File: config.mk
export PLATFORM = sky130hd
export DESIGN_NAME = uart_tx_fifo
export DESIGN_NICKNAME = d
export VERILOG_FILES = /design/src/rtl/uart_tx_fifo.sv
export SDC_FILE = /design/constraint.sdc
export NUM_CORES = 1
export LEC_CHECK = 0
export ABC_AREA = 1
export BUFFER_PORTS_ARGS = -buffer_cell sky130_fd_sc_hd__buf_2
export CAP_MARGIN = 20
export CORE_MARGIN = 2
export CORE_UTILIZATION = 55
export CTS_CLUSTER_DIAMETER = 100
export DETAILED_ROUTE_END_ITERATION = 16
export GPL_TIMING_DRIVEN = 0
export HOLD_SLACK_MARGIN = 0.1
export PLACE_DENSITY = 0.77
export SLEW_MARGIN = 5
export SYNTH_ARGS = -nofsm -noshare
export SYNTH_HDL_FRONTEND = slang
export SYNTH_SLANG_ARGS = --single-unit
File: constraint.sdc
create_clock -name clk_i -period 2.4 [get_ports clk_i]
set_input_delay 0.48 -clock clk_i [delete_from_list [all_inputs] [get_ports clk_i]]
set_output_delay 0.48 -clock clk_i [all_outputs]
set_load 0.1 [all_outputs]
File: src/rtl/uart_tx_fifo.sv
// uart_tx_fifo: UART transmitter with an integrated TX FIFO.
//
// Words are accepted over a valid/ready handshake and buffered in a FIFO_DEPTH-entry FIFO.
// The serialiser pops one word per frame and sends it LSB first:
// start (0), DATA_WIDTH data bits, optional parity, then STOP_BITS stop bits (1).
// Queued frames follow each other with no idle gap. Each bit lasts
// CLK_FREQ/BAUD_RATE cycles, counting only cycles where ena_i is high.
//
// Optional feature: define UART_TX_PARITY_EN to add parity_mode_i
// (00 none, 01 even, 10 odd, 11 mark). The mode is captured when a word is popped.
//
// Ports:
//   clk_i          system clock
//   reset_i        synchronous reset, active-high
//   ena_i          bit-timing enable; low freezes the serialiser (FIFO push stays live)
//   tx_data_i      word to send
//   tx_valid_i     tx_data_i valid
//   tx_ready_o     FIFO can accept a word (not full)
//   parity_mode_i  parity select (only with UART_TX_PARITY_EN)
//   txd_o          registered serial line, idle high
//   busy_o         frame in progress
//   fifo_count_o   words queued, excluding the frame in flight
module uart_tx_fifo #(
  parameter int unsigned DATA_WIDTH = 8,
  parameter int unsigned BAUD_RATE  = 115_200,
  parameter int unsigned CLK_FREQ   = 50_000_000,
  parameter int unsigned FIFO_DEPTH = 8,
  parameter int unsigned STOP_BITS  = 1
) (
  input  logic                          clk_i,
  input  logic                          reset_i,
  input  logic                          ena_i,
  input  logic [DATA_WIDTH-1:0]         tx_data_i,
  input  logic                          tx_valid_i,
  output logic                          tx_ready_o,
`ifdef UART_TX_PARITY_EN
  input  logic [1:0]                    parity_mode_i,
`endif
  output logic                          txd_o,
  output logic                          busy_o,
  output logic [$clog2(FIFO_DEPTH):0]   fifo_count_o
);

  localparam int unsigned PulseWidth = CLK_FREQ / BAUD_RATE;
  localparam int unsigned CntW       = (PulseWidth > 1) ? $clog2(PulseWidth) : 1;
  localparam int unsigned PtrW       = $clog2(FIFO_DEPTH);
  localparam int unsigned CountW     = PtrW + 1;
  localparam int unsigned BitW       = $clog2(DATA_WIDTH + 1);

  typedef enum logic [2:0] {StIdle, StStart, StData, StParity, StStop} state_e;

  // FIFO
  logic [DATA_WIDTH-1:0] mem_q [FIFO_DEPTH];
  logic [PtrW-1:0]       wr_ptr_q, wr_ptr_d;
  logic [PtrW-1:0]       rd_ptr_q, rd_ptr_d;
  logic [CountW-1:0]     count_q, count_d;
  logic                  full, empty, push, pop;
  logic [DATA_WIDTH-1:0] head_word;

  // Serialiser
  state_e                state_q, state_d;
  logic [CntW-1:0]       cnt_q, cnt_d;
  logic [BitW-1:0]       bit_q, bit_d;
  logic [DATA_WIDTH-1:0] shift_q, shift_d;
  logic                  txd_q, txd_d;
  logic                  busy_q, busy_d;
  logic                  bit_done, start_frame;

`ifdef UART_TX_PARITY_EN
  logic                  par_en_q, par_en_d;
  logic                  par_bit_q, par_bit_d;
`endif

  assign full       = (count_q == CountW'(FIFO_DEPTH));
  assign empty      = (count_q == '0);
  assign push       = tx_valid_i && !full;
  assign head_word  = mem_q[rd_ptr_q];

  assign tx_ready_o   = !full;
  assign txd_o        = txd_q;
  assign busy_o       = busy_q;
  assign fifo_count_o = count_q;

  always_comb begin
    wr_ptr_d = push ? wr_ptr_q + PtrW'(1) : wr_ptr_q;
    rd_ptr_d = pop  ? rd_ptr_q + PtrW'(1) : rd_ptr_q;
    count_d  = count_q;
    case ({push, pop})
      2'b10:   count_d = count_q + CountW'(1);
      2'b01:   count_d = count_q - CountW'(1);
      default: count_d = count_q;
    endcase
  end

  // Last counted cycle of the current bit.
  assign bit_done = ena_i && (cnt_q == CntW'(PulseWidth - 1));

  always_comb begin
    state_d     = state_q;
    cnt_d       = cnt_q;
    bit_d       = bit_q;
    shift_d     = shift_q;
    txd_d       = txd_q;
    busy_d      = busy_q;
    start_frame = 1'b0;
    pop         = 1'b0;
`ifdef UART_TX_PARITY_EN
    par_en_d    = par_en_q;
    par_bit_d   = par_bit_q;
`endif

    if (state_q != StIdle && ena_i) begin
      cnt_d = bit_done ? '0 : cnt_q + CntW'(1);
    end

    unique case (state_q)
      StIdle: begin
        if (ena_i && !empty) start_frame = 1'b1;
      end
      StStart: begin
        if (bit_done) begin
          state_d = StData;
          bit_d   = '0;
          txd_d   = shift_q[0];
          shift_d = shift_q >> 1;
        end
      end
      StData: begin
        if (bit_done) begin
          if (bit_q == BitW'(DATA_WIDTH - 1)) begin
`ifdef UART_TX_PARITY_EN
            if (par_en_q) begin
              state_d = StParity;
              txd_d   = par_bit_q;
            end else begin
              state_d = StStop;
              txd_d   = 1'b1;
              bit_d   = '0;
            end
`else
            state_d = StStop;
            txd_d   = 1'b1;
            bit_d   = '0;
`endif
          end else begin
            bit_d   = bit_q + BitW'(1);
            txd_d   = shift_q[0];
            shift_d = shift_q >> 1;
          end
        end
      end
      StParity: begin
        if (bit_done) begin
          state_d = StStop;
          txd_d   = 1'b1;
          bit_d   = '0;
        end
      end
      StStop: begin
        if (bit_done) begin
          if (bit_q == BitW'(STOP_BITS - 1)) begin
            // Chain straight into the next start bit when more data is queued.
            if (!empty) begin
              start_frame = 1'b1;
            end else begin
              state_d = StIdle;
              busy_d  = 1'b0;
              txd_d   = 1'b1;
            end
          end else begin
            bit_d = bit_q + BitW'(1);
          end
        end
      end
      default: state_d = StIdle;
    endcase

    if (start_frame) begin
      pop     = 1'b1;
      state_d = StStart;
      txd_d   = 1'b0;
      busy_d  = 1'b1;
      cnt_d   = '0;
      shift_d = head_word;
`ifdef UART_TX_PARITY_EN
      par_en_d = (parity_mode_i != 2'b00);
      case (parity_mode_i)
        2'b01:   par_bit_d = ^head_word;
        2'b10:   par_bit_d = ~^head_word;
        default: par_bit_d = 1'b1;  // mark; ignored when parity is off
      endcase
`endif
    end
  end

  always_ff @(posedge clk_i) begin
    if (reset_i) begin
      wr_ptr_q  <= '0;
      rd_ptr_q  <= '0;
      count_q   <= '0;
      state_q   <= StIdle;
      cnt_q     <= '0;
      bit_q     <= '0;
      shift_q   <= '0;
      txd_q     <= 1'b1;
      busy_q    <= 1'b0;
`ifdef UART_TX_PARITY_EN
      par_en_q  <= 1'b0;
      par_bit_q <= 1'b0;
`endif
    end else begin
      wr_ptr_q  <= wr_ptr_d;
      rd_ptr_q  <= rd_ptr_d;
      count_q   <= count_d;
      state_q   <= state_d;
      cnt_q     <= cnt_d;
      bit_q     <= bit_d;
      shift_q   <= shift_d;
      txd_q     <= txd_d;
      busy_q    <= busy_d;
`ifdef UART_TX_PARITY_EN
      par_en_q  <= par_en_d;
      par_bit_q <= par_bit_d;
`endif
    end
  end

  // Storage needs no reset: count_q gates every read.
  always_ff @(posedge clk_i) begin
    if (push) mem_q[wr_ptr_q] <= tx_data_i;
  end

endmodule

After elaboration in Yosys (flattened, before gate mapping)

Memories as Yosys holds them, arrays and structs flattened. A register that Yosys moved wholly into a read port is not among the register bits.
Cells that the tools add are included.

Input bits: 12
Memories: 1
Bits in registers: 36
Bits in latches: 0
Memory bits (writable): 64
Output and inout bits: 7
ROM bits: 0

Memory list:

| memory | depth | bits a word | rd ports | clocked after memory_dff | wr ports | line | RTL |
|---|---|---|---|---|---|---|---|
| mem_q  | 8     | 8           | 1        | 1                        | 1        | 53   | `logic [DATA_WIDTH-1:0] mem_q [FIFO_DEPTH];` |

Reductions and logical operators: 26
Bitwise operators: 1
Magnitude comparators: 0
Divide/modulo/power cells: 0
Shifts and indexed selects: 0
Eq/ne operators: 27
Multiply operators: 0
Add/sub/neg operators: 6
Muxes and demuxes: 46

Operators with widths:

| cell                                           | count |
|---|---|
| 2-to-1 mux 8 bit                               | 4 |
| 2-to-1 mux 3 bit                               | 9 |
| != test 3 bit (second input constant)          | 8 |
| 2-to-1 mux 1 bit                               | 21 |
| 2-to-1 mux 4 bit                               | 5 |
| != test 2 bit (second input constant)          | 9 |
| one-hot mux 8 bit (2 select lines)             | 1 |
| AND reduction 8 bit                            | 2 |
| one-hot mux 3 bit (5 select lines)             | 1 |
| one-hot mux 4 bit (3 select lines)             | 1 |
| nonzero test 2 bit                             | 5 |
| adder 9 x 1 -> 9 bit (second input constant)   | 1 |
| == test 9 bit (second input constant)          | 1 |
| 2-to-1 mux 9 bit                               | 1 |
| nonzero test 3 bit                             | 3 |
| adder 4 x 1 -> 4 bit (second input constant)   | 2 |
| logical NOT 4 bit                              | 2 |
| one-hot mux 4 bit (2 select lines)             | 1 |
| AND reduction 4 bit                            | 2 |
| AND reduction 7 bit                            | 1 |
| adder 3 x 1 -> 3 bit (second input constant)   | 2 |
| == test 3 x 2 -> 1 bit (second input constant) | 2 |
| AND reduction 5 bit                            | 1 |
| nonzero test 5 bit                             | 1 |
| other kinds (15)                               | 20 |

Longest topological paths before layout

Word-level depth: 8
Gate-level depth with buffers: 16
Mapped depth without buffers: 16

Worst setup path after synthesis

Ideal clock, no wire load.

Path type: reg-to-reg
From: register count_q[3] (netlist: fifo_count_o[3])
To: register count_q[2] (netlist: fifo_count_o[2])
Data arrival time: 3.517 ns
Cell stages (with the launch flop): 10
Slack: -1.233 ns
Buffers on the path: 0
Required time: 2.285 ns
Cells stage by stage: dfxtp_1 > nand3_1 > nand2_1 > ha_1 > xor2_1 > ha_1 > a21oi_1 > xor2_1 > o21ai_0 > inv_1

Elaborated cells on any way between the ends: 16
Classes of those cells: eq/ne (3); mux (7); reduce/logical (6)

RTL lines:

| item                                                                     | line | RTL |
|---|---|---|
| start: declaration                                                       | 56   | `logic [CountW-1:0] count_q, count_d;` |
| start signal: assignment                                                 | 214  | `count_q <= count_d;` |
| == test 4 bit (*)                                                        | 74   | `assign full = (count_q == CountW'(FIFO_DEPTH));` |
| logical NOT 1 bit (*)                                                    | n/a  |  |
| net tx_ready_o                                                           | 35   | `output logic tx_ready_o,` |
| logical AND 1 bit (*)                                                    | 76   | `assign push = tx_valid_i && !full;` |
| == test 2 x 1 -> 1 bit or == test 2 bit (tied branches)                  | 88   | `case ({push, pop})` |
| one-hot mux 4 bit (2 select lines) or nonzero test 2 bit (tied branches) | n/a  |  |

Mark *: on every way through the listed nets, which the timed path passes. The rest lies on a longest branch.
A chain may end at the register's enable or synchronous reset.

Worst setup path after layout

From: register bit_q[0]
To: register count_q[2] (netlist: fifo_count_o[2])

Cells in the longest elaborated chain, start to end: 7
Elaborated cells on any way between the ends: 9
Classes of those cells: eq/ne (2); mux (5); reduce/logical (2)

Ends and longest elaborated chain:

| item                                                                     | line | RTL |
|---|---|---|
| start: declaration                                                       | 63   | `logic [BitW-1:0] bit_q, bit_d;` |
| start signal: assignment                                                 | 217  | `bit_q <= bit_d;` |
| logical NOT 4 bit (*)                                                    | 161  | `if (bit_q == BitW'(STOP_BITS - 1)) begin` |
| 2-to-1 mux 1 bit (*)                                                     | 161  |  |
| 2-to-1 mux 1 bit (*)                                                     | 160  | `if (bit_done) begin` |
| one-hot mux 1 bit (2 select lines) (*)                                   | 116  | `unique case (state_q)` |
| 2-to-1 mux 1 bit (*)                                                     | 178  | `if (start_frame) begin` |
| == test 2 x 1 -> 1 bit or == test 2 bit (tied branches)                  | 88   |  |
| one-hot mux 4 bit (2 select lines) or nonzero test 2 bit (tied branches) | n/a  |  |

Every way passes the cells marked *; elsewhere a longest branch is shown, timed or not.

==> summary.md <==
| Metric | Value |
|---|---|
| DRC errors left | 0 |
| Hold Slack | 0.361 ns |
| CP endpoint kind | flop |
| Syn. warnings | 0 |
| Total Wirelength | 9.89 mm |
| Layout cells sized above 1 | 15.1% |
| Top cell type by total area after synthesis | edfxtp_1 |
| Worst slew pin tran | 0.940 ns |
| Max Clk Rate | 435 MHz |
| CP startpoint kind | flop |
| Post-synth EDFFs | 64 |
| Post-synth top cells | 100 x nand2_1, 97 x nor2_1, 64 x edfxtp_1 |
| Placed Area | 0.00490 mm² |
| Critical path depth | 15 |
| Kind of cell adding the most delay to the critical path | adder cells |
| CTS Sinks | 103 |
| CP Cell Sequence | inv_2 -> ha_2 -> nand2_1 -> nor2_2 -> nand2_2 -> o21ai_4 -> nand2_4 -> inv_8 -> ha_4 -> xor2_4 -> ha_2 -> a21oi_1 -> xor2_1 -> o21ai_1 -> inv_1 |
| Vias in the first global route | 3335 |
| Die height | 96.0 µm |
| CTS tree | yes |
| Final hold vios | 0 |
| Reg-to-Reg End | fifo_count_o[2]$_SDFFE_PP0P_ |
| Worst Path Buf+Inv | 3 |
| Via count | 3619 |
| Clk_lat worst skew | 0.37 ns |
| N_diodes | 0 |
| Hold Buf Count CTS | 0 |
| Post-synthesis async set-or-reset flop share | 0% |
| Setup CP Type | flop to flop |
| Largest net degree at the start of global routing | 20 |
| IO Port Bufs | 17 |
| Syn nets | 541 |
| Post-synthesis sequential area ratio | 58.1% |
| I/O pin cnt | 19 |
| Initial DRC Count | 189 |
| WP data required | 2.67 ns |
| Final HPWL DP | 6.61 mm |
| Vias/cell | 5.43 |
| Die W | 96.0 µm |
| Per-cell routed wire length | 14.8 µm |
| Min Clock Period, post-route | 2.30 ns |
| Slew Limit Fails | 0 |
| Grt total ovfl | 0 |
| Final nets | 578 |
| RD Place Congestion | 0.810 |
| Final period util | 95.8% |
| Leakage | 2.08 nW |
| Post-Syn Area | 0.00465 mm² |
| Yosys reg bits | 103 |
| Max IR drop VDD | 0.740 mV |
| CTS clk-pin slew, worst paths | 0.11 ns |
| Placement Rows | 33 |
| Crit Path Max Fanout | 6 |
| P&R area growth vs syn | 12.5% |
| CTS buffer count | 9 |
| Mapped Avg Cell Area | 8.95 µm² |
| Slowest stage cell, crit path | dfxtp_1 |
| Worst slew margin | 37.1% |
| Setup Skew | 0.0103 ns |
| Hold Path Origin | tx_data_i[7] |
| Root buffer cell | clkbuf_8 |
| Max-cap viol count | 0 |
| Initial Utilization | 56.6% |
| Drt first pass iters | 4 |
| Critical path arrival | 2.57 ns |
| Initial antenna violation count | 0 |
| CTS Buffer Depth | 2 |
| Ys flop type | edfxtp_1 |
| CTS H-tree lvls | 3 |
| Hold endpoint | mem_q[6][7]$_DFFE_PP_ |
| Synth top area share | 41.3% |
| Top cells by area, synth | edfxtp_1 41%, dfxtp_1 17%, nand2_1 8.1% |
| Status | finished clean |
| Register-to-register setup slack | 0.10 ns |
| Total GRT Usage | 22.3% |
| Design area | 0.00524 mm² |
| Worst Hold Class | primary input to flop |
| RR Startpoint | bit_q[0]$_SDFFE_PP0P_ |
| Die ar. | 0.00921 mm² |
| Cell count of the worst hold path | 1 |
| Final setup vio count | 0 |
| Pwr Density | 1070 mW/mm² |
| Final ANT Viol Nets | 0 |
| Reg2Reg Depth | 15 |
| Syn Inst Count | 520 |
| Count leader, synth | nand2_1 |
| Core ar. | 0.00822 mm² |
| Crit-path max cell delay | 0.35 ns |
| First-pass GRT wire length | 15.5 mm |
| Cell variety after synth | 32 |
| CP most frequent cell | ha_2 |
-- metrics by stage --
stage	cells	setup WS [ns]	util [%]	power, W	setup TNS, ns
floorplan	520	0.0579	-	0.00394	0
global placement	642	-0.250	59.6	0.00435	-0.408
detailed placement	642	-0.303	59.6	0.00441	-0.567
CTS	659	0.0273	62.4	0.00549	0
global route	667	-0.0499	63.7	0.00600	-0.0866
finish	667	0.101	63.7	0.00562	0
-- worst max path at each step --
| stage | from | to | slack, ns |
|---|---|---|---|
| 4_1_cts | cnt_q[1]$_SDFFE_PP0P_ | fifo_count_o[2]$_SDFFE_PP0P_ | 0.03 |
| 5_1_grt | bit_q[1]$_SDFFE_PP0P_ | fifo_count_o[2]$_SDFFE_PP0P_ | -0.05 |
| 3_5_place_dp | ena_i | fifo_count_o[2]$_SDFFE_PP0P_ | -0.30 |
| 3_3_place_gp | ena_i | fifo_count_o[2]$_SDFFE_PP0P_ | -0.25 |
| 6_report | bit_q[0]$_SDFFE_PP0P_ | fifo_count_o[2]$_SDFFE_PP0P_ | 0.10 |
| 2_1_floorplan | fifo_count_o[2]$_SDFFE_PP0P_ | fifo_count_o[2]$_SDFFE_PP0P_ | 0.06 |
-- flip-flops by register name, indices dropped and copies added, names as in the netlist, named ones only --
register and cells:
bit_q 4, wr_ptr_q 3, cnt_q 9, rd_ptr_q 3, shift_q 8, busy_o 1, mem_q 64, fifo_count_o 4
state_q 3, txd_o 1
-- layout by cell type, fill, tap and decap left out, types with 9 or more instances in the layout --
cell type and count:
clkbuf_1 9, nor2_1 95, a21oi_1 21, buf_2 21, nand3_1 29, edfxtp_1 64
o211ai_1 12, o21ai_0 38, inv_1 44, clkbuf_8 9, nand2_1 97, buf_4 9
inv_2 10, dfxtp_1 32
-- power breakdown --
group,internal [W],leakage [nW],switching (W),total (W)
Clock,0.000401,0.0932,0.000638,0.00104
Combinational,0.000747,1.08,0.00162,0.00237
Sequential,0.00208,0.904,0.000137,0.00222
Total,0.00323,2.08,0.00240,0.00562
-- final cells by class --
type                            count  area (µm²)
Clock buffer                        9         124
Inverter                           55         214
Clock inverter                      7        62.6
Buffer                             14        65.1
Fill cell                         657        2980
Multi-Input combinational cell    348        1760
Timing Repair Buffer               26         153
Sequential cell                   103        2720
Tap cell                          105         131
-- cells by family after synthesis --
kind of cell / count (synthesis) / share of synthesized area [%]
AOI/OAI and AO/OA: 84 / 10.4
xor gates and xnor gates: 6 / 1.13
adders and majority gates: 9 / 2.42
buffers and inverters: 69 / 5.84
DFF: 103 / 58.1
and+or+nand+nor: 249 / 22.2
-- routing by layer --
layer | wire, µm | track usage [%] | part of all wire (%)
met2 | 5090 | 39.3 | 51
met4 | 170 | 7.26 | 1.7
met3 | 533 | 5.01 | 5.4
met1 | 4100 | 27.2 | 41
met5 | 0 | 0 | 0
-- what timing repair did --
action | in CTS | in global routing
hold endpoints to repair | 0 | 0
gates resized for setup | 7 | 15
setup buffers | 1 | 8
endpoints found under the setup margin | 3 | 3
pin swaps | 1 | 4
Note: power is estimated with default switching activity, not from simulation.
